--- config.mk ---
export PLATFORM = sky130hd
export DESIGN_NAME = sobel_edge_stage
export DESIGN_NICKNAME = d
export VERILOG_FILES = /design/src/rtl/sobel_edge_stage.sv
export SDC_FILE = /design/constraint.sdc
export NUM_CORES = 1
export LEC_CHECK = 0
export CORE_MARGIN = 8
export CORE_UTILIZATION = 54
export CTS_CLUSTER_DIAMETER = 200
export DETAILED_ROUTE_END_ITERATION = 10
export PLACE_DENSITY_LB_ADDON = 0.05
export SYNTH_ARGS = -nofsm -noshare
export SYNTH_HDL_FRONTEND = slang
export SYNTH_SLANG_ARGS = --single-unit
--- constraint.sdc ---
create_clock -name subClk -period 4.7 [get_ports subClk]
set_input_delay 1.41 -clock subClk [delete_from_list [all_inputs] [get_ports subClk]]
set_output_delay 1.41 -clock subClk [all_outputs]
set_load 0.005 [all_outputs]
--- src/rtl/sobel_edge_stage.sv ---
// sobel_edge_stage: 3x3 Sobel edge stage fed one pixel column per strobe.
// A fill FSM tracks how many columns of the current row are in the window.
// A two-stage pipeline computes |Gx| + |Gy|.
// Optional build macro: SOBEL_THRESHOLD_EN. When it is defined, the output is
// binarised against THRESH (0 or 255) instead of being saturated to 255.
module sobel_edge_stage #(
    parameter logic [7:0] THRESH = 8'd64
) (
    input  logic       subClk,
    input  logic       rstN,
    input  logic [7:0] top,
    input  logic [7:0] middle,
    input  logic [7:0] bottom,
    input  logic       colValid,
    input  logic       lineStart,
    output logic [7:0] edgeOut,
    output logic       edgeValid,
    output logic       windowFull
);

    typedef enum logic [1:0] {
        EMPTY = 2'd0,
        ONE   = 2'd1,
        TWO   = 2'd2,
        FULL  = 2'd3
    } fillState_e;

    fillState_e state_q, state_d;

    // Window columns packed as {top, middle, bottom}; c0 is oldest, c2 newest
    logic [23:0] c0_q, c1_q, c2_q;
    logic [23:0] c0_d, c1_d, c2_d;

    // Marks that the window now holds a column that must produce a result
    logic        winValid_q, winValid_d;
    logic        windowFull_q, windowFull_d;

    logic [10:0] gx_q, gy_q;
    logic [10:0] gx_d, gy_d;
    logic        s1Valid_q;

    logic [7:0]  edgeOut_q, edgeOut_d;
    logic        edgeValid_q;

    logic [9:0]  sumRight, sumLeft, sumBottom, sumTop;
    logic [9:0]  absX, absY;
    logic [10:0] mag;

    // Fill state register
    always_ff @(posedge subClk or negedge rstN) begin
        if (!rstN) begin
            state_q <= EMPTY;
        end else begin
            state_q <= state_d;
        end
    end

    // Next fill state: a new row restarts the count, otherwise columns advance it
    always_comb begin
        state_d = state_q;
        if (lineStart) begin
            state_d = colValid ? ONE : EMPTY;
        end else if (colValid) begin
            case (state_q)
                EMPTY:   state_d = ONE;
                ONE:     state_d = TWO;
                TWO:     state_d = FULL;
                default: state_d = FULL;
            endcase
        end
    end

    // Window load/clear, result qualification and full flag derived from the FSM
    always_comb begin
        c0_d         = c0_q;
        c1_d         = c1_q;
        c2_d         = c2_q;
        winValid_d   = colValid && (state_d == FULL);
        windowFull_d = (state_d == FULL);
        if (lineStart) begin
            c0_d = 24'd0;
            c1_d = 24'd0;
            c2_d = colValid ? {top, middle, bottom} : 24'd0;
        end else if (colValid) begin
            c0_d = c1_q;
            c1_d = c2_q;
            c2_d = {top, middle, bottom};
        end
    end

    // Window registers and the window-stage valid bit
    always_ff @(posedge subClk or negedge rstN) begin
        if (!rstN) begin
            c0_q         <= 24'd0;
            c1_q         <= 24'd0;
            c2_q         <= 24'd0;
            winValid_q   <= 1'b0;
            windowFull_q <= 1'b0;
        end else begin
            c0_q         <= c0_d;
            c1_q         <= c1_d;
            c2_q         <= c2_d;
            winValid_q   <= winValid_d;
            windowFull_q <= windowFull_d;
        end
    end

    // Weighted column/row sums; each fits in 10 bits (max 1020)
    always_comb begin
        sumRight  = {2'b00, c2_q[23:16]} + {1'b0, c2_q[15:8], 1'b0} + {2'b00, c2_q[7:0]};
        sumLeft   = {2'b00, c0_q[23:16]} + {1'b0, c0_q[15:8], 1'b0} + {2'b00, c0_q[7:0]};
        sumBottom = {2'b00, c0_q[7:0]}   + {1'b0, c1_q[7:0], 1'b0}  + {2'b00, c2_q[7:0]};
        sumTop    = {2'b00, c0_q[23:16]} + {1'b0, c1_q[23:16], 1'b0} + {2'b00, c2_q[23:16]};
        gx_d      = {1'b0, sumRight}  - {1'b0, sumLeft};
        gy_d      = {1'b0, sumBottom} - {1'b0, sumTop};
    end

    // Stage 1: register the two's-complement gradients with their valid bit
    always_ff @(posedge subClk or negedge rstN) begin
        if (!rstN) begin
            gx_q      <= 11'd0;
            gy_q      <= 11'd0;
            s1Valid_q <= 1'b0;
        end else begin
            gx_q      <= gx_d;
            gy_q      <= gy_d;
            s1Valid_q <= winValid_q;
        end
    end

    // Magnitude |Gx|+|Gy| and the final output mapping
    always_comb begin
        absX = gx_q[10] ? (~gx_q[9:0] + 10'd1) : gx_q[9:0];
        absY = gy_q[10] ? (~gy_q[9:0] + 10'd1) : gy_q[9:0];
        mag  = {1'b0, absX} + {1'b0, absY};
`ifdef SOBEL_THRESHOLD_EN
        edgeOut_d = (mag >= {3'b000, THRESH}) ? 8'd255 : 8'd0;
`else
        edgeOut_d = (mag > 11'd255) ? 8'd255 : mag[7:0];
`endif
    end

`ifndef SOBEL_THRESHOLD_EN
    logic unusedThresh;
    assign unusedThresh = ^THRESH;
`endif

    // Stage 2: output pixel updates only on a valid result and holds otherwise
    always_ff @(posedge subClk or negedge rstN) begin
        if (!rstN) begin
            edgeOut_q   <= 8'd0;
            edgeValid_q <= 1'b0;
        end else begin
            edgeValid_q <= s1Valid_q;
            if (s1Valid_q) begin
                edgeOut_q <= edgeOut_d;
            end
        end
    end

    assign edgeOut    = edgeOut_q;
    assign edgeValid  = edgeValid_q;
    assign windowFull = windowFull_q;

endmodule
==> results of run 1 <==
## kinds of logic (layout without fill, tap and decap cells)
group           count (synthesis)  after routing  share of synthesized area [%]
buf+inv                       106            139                          5.884
fa+ha+maj                      99             99                          25.24
compound gates                 86             86                          8.153
xor+xnor                       33             33                          4.261
flops                         108            108                          39.85
simple gates                  153            153                          9.537
mux                            48             48                          7.084
## power groups by stage
stage	clock network [mW]	registers (mW)	logic [mW]
after global placement	0	1.25	2.18
after floorplan	0	1.21	1.79
after CTS	0.817	1.24	2.26
final	0.796	1.24	2.25
after detailed placement	0	1.25	2.24
after global routing	0.849	1.26	2.56
## stage by stage
step / power [mW] / cell area [um2]
2_1_floorplan: 2.993 / 6783
3_3_place_gp: 3.425 / 7317
3_5_place_dp: 3.494 / 7317
4_1_cts: 4.316 / 7624
5_1_grt: 4.668 / 7624
6_report: 4.277 / 7624
## flip-flops by register name, summed over array words and instances, names as in the netlist
signal	flops
s1Valid_q	1
gx_q	11
c2_q	24
state_q	2
edgeValid	1
windowFull	1
winValid_q	1
c0_q	24
edgeOut	8
gy_q	11
c1_q	24
## placed cells by master (no fill, tap or decap), drive strengths merged, types with 2 or more instances in the layout
| master | count |
|---|---|
| xnor2 | 28 |
| xor2 | 5 |
| bufinv | 2 |
| a211oi | 2 |
| mux2i | 48 |
| a21boi | 2 |
| clkbuf | 12 |
| nor3 | 3 |
| dfrtp | 108 |
| o22a | 8 |
| a21o | 5 |
| and3 | 2 |
| nor2 | 65 |
| clkdlybuf4s50 | 34 |
| fa | 63 |
| a21oi | 13 |
| o31ai | 10 |
| nor2b | 4 |
| nand3 | 2 |
| nor4 | 3 |
| nand2 | 60 |
| buf | 7 |
| inv | 83 |
| o22ai | 2 |
| o41ai | 3 |
| or3 | 3 |
| o21ai | 34 |
| or4 | 2 |
| nand2b | 6 |
| o21a | 2 |
| o2111ai | 2 |
| ha | 36 |
## metal layers
| layer | GRT usage, % | share of wire (%) | up-vias |
|---|---|---|---|
| li1 | - | - | 2104 |
| met1 | 24.06 | 49 | 2094 |
| met2 | 26.60 | 47 | 63 |
| met3 | 3.453 | 2.8 | 10 |
| met4 | 4.266 | 0.85 | 0 |
| met5 | 0 | 0 | - |
## layout make-up
class / count / area share (%)
Multi-Input combinational cell: 419 / 48.28
Sequential cell: 108 / 35.45
Timing Repair Buffer: 41 / 5.285
Inverter: 84 / 4.136
Clock buffer: 12 / 3.233
Tap cell: 172 / 2.823
Clock inverter: 2 / 0.7878
## path summary, 6_finish.rpt
kind	depth (start not counted)	slack, ns	endpoint
max in group asynchronous	2	2.74	c1_q[18]
max reg2reg	13	0.85	gx_q[9]
max	13	0.85	gx_q[9]
min	0	0.36	s1Valid_q
min in group asynchronous	1	1.08	edgeOut[6]
min reg2reg	0	0.36	s1Valid_q
## critical path, stage by stage (launching register included)
cell and delay, ns:
sky130_fd_sc_hd__dfrtp_1 0.39, sky130_fd_sc_hd__inv_1 0.08, sky130_fd_sc_hd__fa_1 0.53, sky130_fd_sc_hd__inv_1 0.05, sky130_fd_sc_hd__fa_1 0.50, sky130_fd_sc_hd__fa_1 0.54, sky130_fd_sc_hd__inv_1 0.04, sky130_fd_sc_hd__ha_1 0.33
sky130_fd_sc_hd__nor2b_1 0.14, sky130_fd_sc_hd__o21ai_0 0.24, sky130_fd_sc_hd__a21boi_0 0.20, sky130_fd_sc_hd__o21a_1 0.22, sky130_fd_sc_hd__o41ai_1 0.33, sky130_fd_sc_hd__xnor2_1 0.17
==> impl_metrics.csv, run 1 <==
group,metric,value,unit
pwr,comb_power_share,52.5,%
min_path,hp-start,"winValid_q",
pwr,switching_share,38.33,%
worst_setup_path,startpoint_type,"register",
cts,clk_pin_slew,0.07,ns
min_path,timing.hold.worst.class,"register to register",
synth,synth_warnings,0,
cts,ctsLongestPathBuffers,2,
synth,ys_ff_latch,108,
timing,tightest_slew,0.6402,ns
timing,final-hold-violation-count,0,
routing,drt-vias-per-instance,5.097,
cts,cts_resized,0,
routing,initialDrtViolationCount,185,
synth,syn_area_per_cell,10.72,um2
final_layout,layout.cells.non_filler,838,
final_layout,finish.net_count,790,
place,dpl.cell_count,824,
cts,cts_htree_levels,3,
pwr,power.density_cell_area,561.0,mW/mm2
die,io-pin-count,38,
place,preCtsSetupSlack,0.9525,ns
synth,ys_async_sr_fraction,100.0,%
synth,synth_area,0.006783,mm2
timing,final.setup.worst_slack,0.8483,ns
timing,finalCriticalPeriod,3.852,ns
die,fp.dieW,128.1,um
place,port_buffers,37,
timing,timing.setup.tns,0,ns
place,detailedPlacementHpwl,9757,um
die,core_region_area,0.01247,mm2
final_layout,postLayoutCoreUtil,61.16,%
synth,synthDominantAreaCellType,"sky130_fd_sc_hd__dfrtp_1",
timing,max_slew_violations,0,
global_route,global_route.overflow_total,0,
routing,drt_drc_violations_left,0,
cts,tritoncts_num_sinks,108,
die,floorplan.die_area,0.01640,mm2
synth,synthDominantCellAreaShare,39.85,%
synth,post_synth_most_frequent_cells,"sky130_fd_sc_hd__dfrtp_1, sky130_fd_sc_hd__inv_1, sky130_fd_sc_hd__nor2_1",
timing,slew-limit-headroom,57.32,%
final_layout,drive_gt1_share,3.303,%
status,run_status,"finished clean",
global_route,first_pass_grt_wire_length,22380,um
worst_setup_path,critical_path.reg2reg.startpoint,"c0_q[3]",
routing,via_count,4271,
synth,synth_flop_cell,"sky130_fd_sc_hd__dfrtp_1",
synth,synth.most_common_cell,"sky130_fd_sc_hd__dfrtp_1",
worst_setup_path,required,4.96,ns
timing,final_cycle_utilization_of_the_critical_path,81.95,%
final_layout,syn_to_final_growth,12.40,%
synth,netlist-cell-type-count,40,
worst_setup_path,worst_setup_path_end_kind,"register",
die,initial_core_utilization,54.41,%
global_route,antenna_found_initial,0,
worst_setup_path,worstPathArrival,4.11,ns
cts,cts_buffers,9,
pwr,power_switching,1.639,mW
pwr,portion_of_total_power_attributed_to_the_clock_network,18.6,%
final_layout,multi_input_comb_area,0.003681,mm2
cts,clock_tree.root_cell,"sky130_fd_sc_hd__clkbuf_16",
die,die_y,128.1,um
synth,synth-edff-count,0,
routing,antenna_left,0,
routing,routed_wl,12620,um
routing,detailedRoute.firstPassIterationCount,4,
cts,postCtsSetupRepairBufs,0,
timing,maxClockFrequency,259.6,MHz
synth,postSynthCellCount,633,
die,core.rowCount,41,
synth,ys_top_cells_by_area,"sky130_fd_sc_hd__dfrtp_1, sky130_fd_sc_hd__fa_1, sky130_fd_sc_hd__mux2i_1, sky130_fd_sc_hd__ha_1, sky130_fd_sc_hd__inv_1",
synth,synth_seq_area_share,39.85,%
timing,hold_slack,0.3575,ns
final_layout,area.sequential,0.002703,mm2
final_layout,antenna_cells,0,
global_route,vias_in_the_first_global_route,4593,
worst_setup_path,worst_setup_path_startpoint,"c0_q[3]",
timing,setup_violations,0,
cts,cts_tree,"yes",
pwr,seq_power_share,28.9,%
worst_setup_path,cp_max_fo,3,
pwr,total_leakage_power,3.480,nW
global_route,groute.usage.overall,17.12,%
place,finalWeightedCongestion,0.8116,
synth,syn_nets,760,
cts,ctsHoldBuffers,0,
cts,clkLatencyLatePin,0.35,ns
pwr,max-vdd-ir-drop,281.8,uV
timing,finalClockSkew,0.009927,ns
global_route,grt_max_degree,67,
final_layout,final.fill_count,1028,
run,max_cap_viol_count,0,
routing,wire_per_inst,15.06,um
timing,rsz0062_at_grt,"no",
worst_setup_path,crit_path_class,"register to register",
pwr,intPower,2.638,mW
No activity file was read; power rests on OpenSTA's default activity.
==> run 2, diff against run 1 <==
clock period = 3.1 ns   (was 4.7 ns; I/O delays follow)
==> impl_metrics.csv, run 2 (same netlist as run 1, synthesis figures left out) <==
group,metric,value,unit
die,core.rowCount,41,
cts,cts_buffers,9,
timing,tightest_slew,0.6195,ns
routing,via_count,4573,
timing,rsz0062_at_grt,"yes",
cts,ctsHoldBuffers,0,
worst_setup_path,cp_max_fo,3,
die,io-pin-count,38,
timing,maxClockFrequency,284.4,MHz
global_route,groute.usage.overall,17.74,%
cts,cts_tree,"yes",
global_route,first_pass_grt_wire_length,23090,um
worst_setup_path,critical_path.reg2reg.startpoint,"c2_q[10]",
place,preCtsSetupSlack,-0.4141,ns
cts,cts_htree_levels,3,
timing,setup_violations,11,
place,finalWeightedCongestion,0.8193,
status,run_status,"finished, violations left",
global_route,antenna_found_initial,0,
final_layout,antenna_cells,0,
final_layout,multi_input_comb_area,0.003842,mm2
routing,initialDrtViolationCount,139,
min_path,hold_ep,"s1Valid_q",
pwr,total_leakage_power,3.851,nW
worst_setup_path,timing.critical_path.max_delay_family,"adder cells",
routing,met3_length,451,um
worst_setup_path,cp.buffers_inverters,2,
worst_setup_path,worst_setup_path_end_kind,"register",
routing,met2_wirelength,6397,um
min_path,hold-path-cell-count,0,
final_layout,final.fill_count,986,
timing,final_cycle_utilization_of_the_critical_path,113.4,%
place,dpl.cell_count,885,
cts,clk_pin_slew,0.07,ns
final_layout,syn_to_final_growth,22.19,%
global_route,vias_in_the_first_global_route,4877,
final_layout,area.sequential,0.002703,mm2
routing,detailedRoute.firstPassIterationCount,4,
global_route,grt_max_degree,47,
final_layout,layout.cells.non_filler,907,
worst_setup_path,critical_path_most_common_cell,"sky130_fd_sc_hd__fa_1",
final_layout,final_cell_mix,"sky130_fd_sc_hd__dfrtp_1, sky130_fd_sc_hd__inv_1, sky130_fd_sc_hd__buf_4, sky130_fd_sc_hd__nor2_1",
pwr,power.density_cell_area,860.7,mW/mm2
final_layout,drive_gt1_share,17.96,%
min_path,hp-start,"winValid_q",
routing,drt-met1-wl,6403,um
final_layout,finish.net_count,857,
die,core_region_area,0.01247,mm2
routing,antenna_left,0,
timing,final.setup.worst_slack,-0.4161,ns
cts,tritoncts_num_sinks,108,
final_layout,mostFrequentLayoutCell,"sky130_fd_sc_hd__dfrtp_1",
die,die_y,128.1,um
worst_setup_path,worst-r2r-cell-count,12,
die,fp.dieW,128.1,um
min_path,timing.hold.worst.class,"register to register",
cts,clkLatencyLatePin,0.35,ns
timing,finalClockSkew,0.007049,ns
place,detailedPlacementHpwl,10570,um
routing,drt_drc_violations_left,0,
die,initial_core_utilization,54.41,%
worst_setup_path,cp_slowest_cell,"sky130_fd_sc_hd__fa_1",
timing,finalCriticalPeriod,3.516,ns
global_route,global_route.overflow_total,0,
worst_setup_path,crit_path_class,"register to register",
routing,routed_wl,13440,um
cts,clock_tree.root_cell,"sky130_fd_sc_hd__clkbuf_16",
timing,max_slew_violations,0,
status,violations,"setup timing",
routing,maxUsedRoutingLayer,"met4",
cts,ctsLongestPathBuffers,2,
routing,drt-vias-per-instance,5.042,
worst_setup_path,worstPathArrival,3.74,ns
worst_setup_path,startpoint_type,"register",
worst_setup_path,rr_endpoint,"gx_q[9]",
timing,slew-limit-headroom,58.70,%
worst_setup_path,crit_chain,"fa_1 -> inv_2 -> fa_1 -> fa_1 -> inv_2 -> ha_4 -> nor2b_4 -> o21ai_2 -> a21boi_2 -> o21a_1 -> o41ai_2 -> xnor2_1",
timing,final-hold-violation-count,0,
place,port_buffers,37,
run,max_cap_viol_count,0,
final_layout,largest_registers,"c0_q x24, c1_q x24, c2_q x24",
pwr,max-vdd-ir-drop,456.4,uV
worst_setup_path,cpPeakStageDelay,0.56,ns
worst_setup_path,required,3.32,ns
worst_setup_path,reg2reg_setup_slack,-0.42,ns
routing,wire_per_inst,14.82,um
die,floorplan.die_area,0.01640,mm2
run 2: cell types whose count changed in the layout (fill, tap and decap cells not counted), sizes merged:
cell,previous run,this run
buf,7,74
clkbuf,12,14
inv,83,84
clkinvlp,0,1
bufinv,2,0
run 2: routing by layer:
layer	track usage [%]	vias up
li1	-	2243
met1	23.88	2253
met2	28.31	65
met3	3.702	12
met4	5.315	0
met5	0	-
run 2: worst max-delay path by stage:
stage              from  slack, ns  endpoint  depth (start not counted)
2_1_floorplan   c0_q[2]      -0.25  gx_q[10]                         10
3_3_place_gp    c0_q[9]      -0.28  gx_q[10]                         10
3_5_place_dp    c2_q[3]      -0.41   gx_q[9]                         12
4_1_cts         c0_q[3]      -0.44   gx_q[9]                         13
5_1_grt        c2_q[10]      -0.51   gx_q[9]                         12
6_report       c2_q[10]      -0.42   gx_q[9]                         12
run 2: power by group:
group          switching (mW)  internal [mW]  leakage [nW]
combinational            2.04           2.13          2.34
sequential              0.184           1.66          1.37
clock                   0.503          0.615         0.140
run 2: area by class of cell:
cell class,instances,area share (%)
Multi-Input combinational cell,419,46.36
Sequential cell,108,32.61
Timing Repair Buffer,108,11.13
Inverter,84,3.804
Clock buffer,14,3.306
Tap cell,172,2.597
Clock inverter,2,0.1963
run 2: repair_timing:
action                     in CTS  in global routing
buffers inserted                6                  1
setup endpoints to repair      19                 22
pin swaps                      20                 25
gates resized for setup        15                 14
run 2: per-stage QoR:
step | power, mW | util, % | hold WS, ns | cell area (um2) | setup TNS, ns
global placement | 5.629 | 62.88 | 0.3342 | 7839 | -3.239
CTS | 7.085 | 66.02 | 0.3532 | 8230 | -2.367
floorplan | 4.616 | - | 0.3312 | 6834 | -0.7853
detailed placement | 5.764 | 62.88 | 0.3362 | 7839 | -4.518
global route | 7.742 | 66.49 | 0.3641 | 8288 | -4.062
finish | 7.134 | 66.49 | 0.3506 | 8288 | -2.334
run 2: worst register-to-register path, cell delays in order (launching register included):
cell and delay, ns:
sky130_fd_sc_hd__dfrtp_1 0.40, sky130_fd_sc_hd__fa_1 0.56, sky130_fd_sc_hd__inv_2 0.04, sky130_fd_sc_hd__fa_1 0.49, sky130_fd_sc_hd__fa_1 0.53, sky130_fd_sc_hd__inv_2 0.05
sky130_fd_sc_hd__ha_4 0.22, sky130_fd_sc_hd__nor2b_4 0.13, sky130_fd_sc_hd__o21ai_2 0.19, sky130_fd_sc_hd__a21boi_2 0.08, sky130_fd_sc_hd__o21a_1 0.22, sky130_fd_sc_hd__o41ai_2 0.35
sky130_fd_sc_hd__xnor2_1 0.13
==> run 3, diff against run 2 <==
SLEW_MARGIN = 20   (was default)
==> results of run 3 <==
No change in the layout: final DEF, timing and power equal those of run 2.
